$ cat config.mk
export PLATFORM = sky130hd
export DESIGN_NAME = bcd_display_mux
export DESIGN_NICKNAME = d
export VERILOG_FILES = /design/src/rtl/bcd_display_mux.sv
export SDC_FILE = /design/constraint.sdc
export NUM_CORES = 1
export LEC_CHECK = 0
export ABC_AREA = 1
export CAP_MARGIN = 10
export CORE_MARGIN = 1.5
export CORE_UTILIZATION = 50
export DETAILED_ROUTE_END_ITERATION = 12
export PLACE_DENSITY = 0.76
export SLEW_MARGIN = 10
export SYNTH_ARGS = -nofsm -noshare
export SYNTH_HDL_FRONTEND = slang
export SYNTH_SLANG_ARGS = --single-unit
$ cat constraint.sdc
create_clock -name clk -period 2.85 [get_ports clk]
set_input_delay 0.57 -clock clk [delete_from_list [all_inputs] [get_ports clk]]
set_output_delay 0.57 -clock clk [all_outputs]
set_load 0.05 [all_outputs]
$ cat src/rtl/bcd_display_mux.sv
// Two-digit common-anode 7-segment scanner with per-frame shadow latch, guard time and leading-zero blanking.
// Latency: outputs are a combinational decode of the registered scan state; shadow digits update on the clock after frame_tick.
// Backpressure: none; the scan runs free every clock and input changes wait for the next frame boundary.
module bcd_display_mux #(
  parameter int DIV            = 1000,
  parameter int GUARD          = 2,
  parameter int SEG_ACTIVE_LOW = 1,
  parameter int AN_ACTIVE_LOW  = 1
) (
  input  logic       clk,
  input  logic       reset,
  input  logic [3:0] digit_1,
  input  logic [3:0] digit_10,
  input  logic       lz_blank,
  output logic [6:0] seg,
  output logic [1:0] an,
  output logic       frame_tick
);

  localparam int            CW       = (DIV > 1) ? $clog2(DIV) : 1;
  localparam logic [CW-1:0] CNT_LAST = CW'(DIV - 1);
  localparam logic [CW-1:0] CNT_GRD  = CW'(GUARD);

  logic [CW-1:0] cnt;
  logic          slot;
  logic [3:0]    sh1;
  logic [3:0]    sh10;
  logic          shlz;

  logic          slot_last;
  logic [1:0]    an_on;
  logic [3:0]    cur_digit;
  logic [6:0]    seg_on;

  assign slot_last  = (cnt == CNT_LAST);
  assign frame_tick = slot & slot_last;

  // Scan counter, slot toggle and frame-boundary shadow latch; reset overrides a coincident frame_tick.
  always_ff @(posedge clk) begin
    if (reset) begin
      cnt  <= '0;
      slot <= 1'b0;
      sh1  <= 4'd0;
      sh10 <= 4'd0;
      shlz <= 1'b0;
    end else begin
      if (slot_last) begin
        cnt  <= '0;
        slot <= ~slot;
      end else begin
        cnt  <= cnt + CW'(1);
      end
      if (frame_tick) begin
        sh1  <= digit_1;
        sh10 <= digit_10;
        shlz <= lz_blank;
      end
    end
  end

  // Anode select: dark during the guard window, and tens stays dark for a blanked leading zero.
  always_comb begin
    an_on = 2'b00;
    if (cnt >= CNT_GRD) begin
      if (!slot) begin
        an_on = 2'b01;
      end else if (!(shlz && (sh10 == 4'd0))) begin
        an_on = 2'b10;
      end
    end
  end

  assign cur_digit = slot ? sh10 : sh1;

  // Segment decode (active-high, g..a) of the slot's shadow digit; dash for non-BCD, dark when no anode is on.
  always_comb begin
    seg_on = 7'b0000000;
    case (cur_digit)
      4'd0:    seg_on = 7'b0111111;
      4'd1:    seg_on = 7'b0000110;
      4'd2:    seg_on = 7'b1011011;
      4'd3:    seg_on = 7'b1001111;
      4'd4:    seg_on = 7'b1100110;
      4'd5:    seg_on = 7'b1101101;
      4'd6:    seg_on = 7'b1111101;
      4'd7:    seg_on = 7'b0000111;
      4'd8:    seg_on = 7'b1111111;
      4'd9:    seg_on = 7'b1101111;
      default: seg_on = 7'b1000000;
    endcase
    if (an_on == 2'b00) begin
      seg_on = 7'b0000000;
    end
  end

  // Board polarity is applied as the very last step.
  assign seg = (SEG_ACTIVE_LOW != 0) ? ~seg_on : seg_on;
  assign an  = (AN_ACTIVE_LOW  != 0) ? ~an_on  : an_on;

endmodule
==> summary.txt <==
status = finished clean
synth top area cells = dfxtp_1 29%, nand2_1 17%, inv_1 14%, nor2_1 7.5%, ha_1 6.2%
WL/cell = 9.60 um
Post-synth EDFFs = 0
Final #Nets = 274
P_sw = 0.206 mW
number of port buffers = 20
RSZ-0062 raised after global routing = false
Post-Layout Cell Count = 285
H-tree levels = 1
XOR/XNOR Fraction of Synth Area = 0.624%
final setup TNS = 0 ns
Yosys reg bits = 20
fin crit share = 94.4%
CP Data Required Time = 2.28 ns
root buffer cell = clkbuf_4
first-pass GRT wire length = 4870 um
Most used DFF post-synth = dfxtp_1
initial antenna violation count = 0
hpwl dp = 2150 um
dpl cells = 282
GRT Util Overall = 19.4%
Avg Cell Area, Syn = 5.99 um2
Synth Warn # = 0
pwr dens = 363 nW/um2
DRT iter0 DRCs = 37
n_diodes = 0
Post-CTS Hold Fix Bufs = 0
mux share of post-synthesis cell area = 0%
Die ar. = 3130 um2
Net Sw Frac = 32.9%
Int Pwr = 0.420 mW
Worst-Margin Slew = 0.543 ns
GPL Wtd Cong = 0.812
logic gate share of total power = 32.0%
post-synth top area share = 28.5%
multi-input logic area = 751 um2
Clock transition at path regs = 0.11 ns
post-synthesis cell count = 234
FP Rows = 19
ANT nets after route = 0
largest area contributor in the netlist = dfxtp_1
Die X = 56.0 um
Chip Height = 56.0 um
critical-path maximum fanout = 6
clock skew = 0.00164 ns
Max Fclk = 372 MHz
CORE AREA = 2710 um2
initial core utilization = 51.8%
maximum vdd ir drop = 0.000317 V
fillers = 271
setup violators final = 0
CTS tree = built
drt pass-1 iters = 4
GRT overflow = 0
post-synthesis net count = 252
Setup Crit Path Kind = flip-flop to output pin
sequential-to-total area share from yosys stat = 28.5%
Synth Area in Compound Gates = 5.08%
Crit path arrival time = 2.12 ns
vias in the first global route = 1141
top-level port count = 21
max cap viols = 0
Crit. End Element = output pin
Sequential Area = 400 um2
most common cell in the netlist = nand2_1
clock power share = 22.2%
distinct cell type count after synthesis = 24
CTS Sinks = 20
worst hold margin = 0.500 ns
largest net degree at the start of global routing = 14
final hold viol count = 0
Post-CTS Setup Bufs = 0
share of cells above drive strength 1 = 11.4%
clk buf depth = 2
CP Launch Type = flip-flop
most instantiated cells after synthesis = 63 x nand2_1, 54 x inv_1, 28 x nor2_1, 20 x dfxtp_1, 14 x nand3_1
Final Critical Period = 2.69 ns
TritonCTS buffer count = 3
routed wire length = 2740 um
Seq pwr share = 45.8%
Rel. slew slack = 63.8%
Pleak = 0.890 nW
Pins Over Slew Limit = 0
worst-skew pair later-pin latency = 0.31 ns
Vias = 1348
cell area after synthesis = 1400 um2
drt via density = 4.73
# DRC = 0
Core Util, Final = 63.7%
Layout area overhead = 23.1%
async set-reset flop share out of synthesis = 0%
fraction of the mapped netlist area in adder cells = 6.24%
HP Class = flip-flop to flip-flop
largest family of logic cells by synthesized area = simple AND/OR/NAND/NOR gates
simple-gate share of the synthesized area = 41.6%
## stage by stage
step	area, um2	setup WS [ns]	power [mW]
floorplan	1400	0.531	0.395
global placement	1710	0.412	0.496
detailed placement	1710	0.350	0.497
CTS	1730	0.134	0.631
global route	1730	0.00828	0.649
finish	1730	0.160	0.627
## worst max-delay path: stages, from the launching register on
cell	delay, ns
dfxtp_1	0.38
o21ai_0	0.42
inv_1	0.16
ha_1	0.32
nand2_1	0.09
a21boi_1	0.16
nand2_1	0.10
buf_12	0.19
## final timing paths
| kind | cells past startpoint | slack, ns | from | to |
|---|---|---|---|---|
| min reg2reg | 1 | 0.50 | cnt[0] | cnt[0] |
| max | 7 | 0.16 | slot | seg[1] |
| min | 1 | 0.50 | cnt[0] | cnt[0] |
| max reg2reg | 7 | 1.22 | cnt[0] | cnt[5] |
## area by class of cell
| class | instances | share of cell area [%] |
|---|---|---|
| clock buffers | 3 | 1.30 |
| repair buffers | 24 | 17.8 |
| multi-input cells | 152 | 43.5 |
| flip-flops and latches | 20 | 23.2 |
| well taps | 31 | 2.25 |
| inverters | 55 | 12.0 |
## flip-flops by register name, summed over array words and instances (netlist names)
signal  flops
sh1         4
cnt        10
slot        1
shlz        1
sh10        4
## cells by family (layout without fill, tap and decap cells)
logic type,Yosys count,count (layout)
compound gates,13,13
simple gates,131,131
flops,20,20
buf+inv,62,82
xor+xnor,1,1
fa+ha+maj,7,7
## metal layers
| metal | vias up | GRT usage [%] | part of all wire [%] |
|---|---|---|---|
| met3 | 5 | 2.09 | 1.8 |
| met5 | - | 0 | 0 |
| met1 | 583 | 27.6 | 52 |
| met2 | 19 | 29.9 | 44 |
| met4 | 0 | 8.16 | 2.1 |
| li1 | 741 | - | - |
## cell usage in the layout (no fill, tap or decap), types with 2 or more instances in the layout
cell type	instances
nor2_1	28
clkdlybuf4s50_1	10
inv_1	54
nand4_1	12
a21oi_1	7
clkbuf_4	3
nand2_1	63
ha_1	7
buf_4	4
o21ai_0	3
dfxtp_1	20
nand3_1	14
buf_12	8
nand2_2	9
dlygate4sd2_1	2
## power by group through the flow
stage          Sequential, mW  Combinational (mW)  Clock [mW]
6_report                0.287               0.200       0.139
5_1_grt                 0.288               0.210       0.151
4_1_cts                 0.287               0.202       0.142
3_5_place_dp            0.294               0.204           0
3_3_place_gp            0.293               0.203           0
2_1_floorplan           0.293               0.103           0
## repair_timing
item	in CTS	in global routing
hold endpoints to repair	0	0
resized for setup	2	0
endpoints found under the setup margin	2	0
Power figures use the tool's default switching activity.
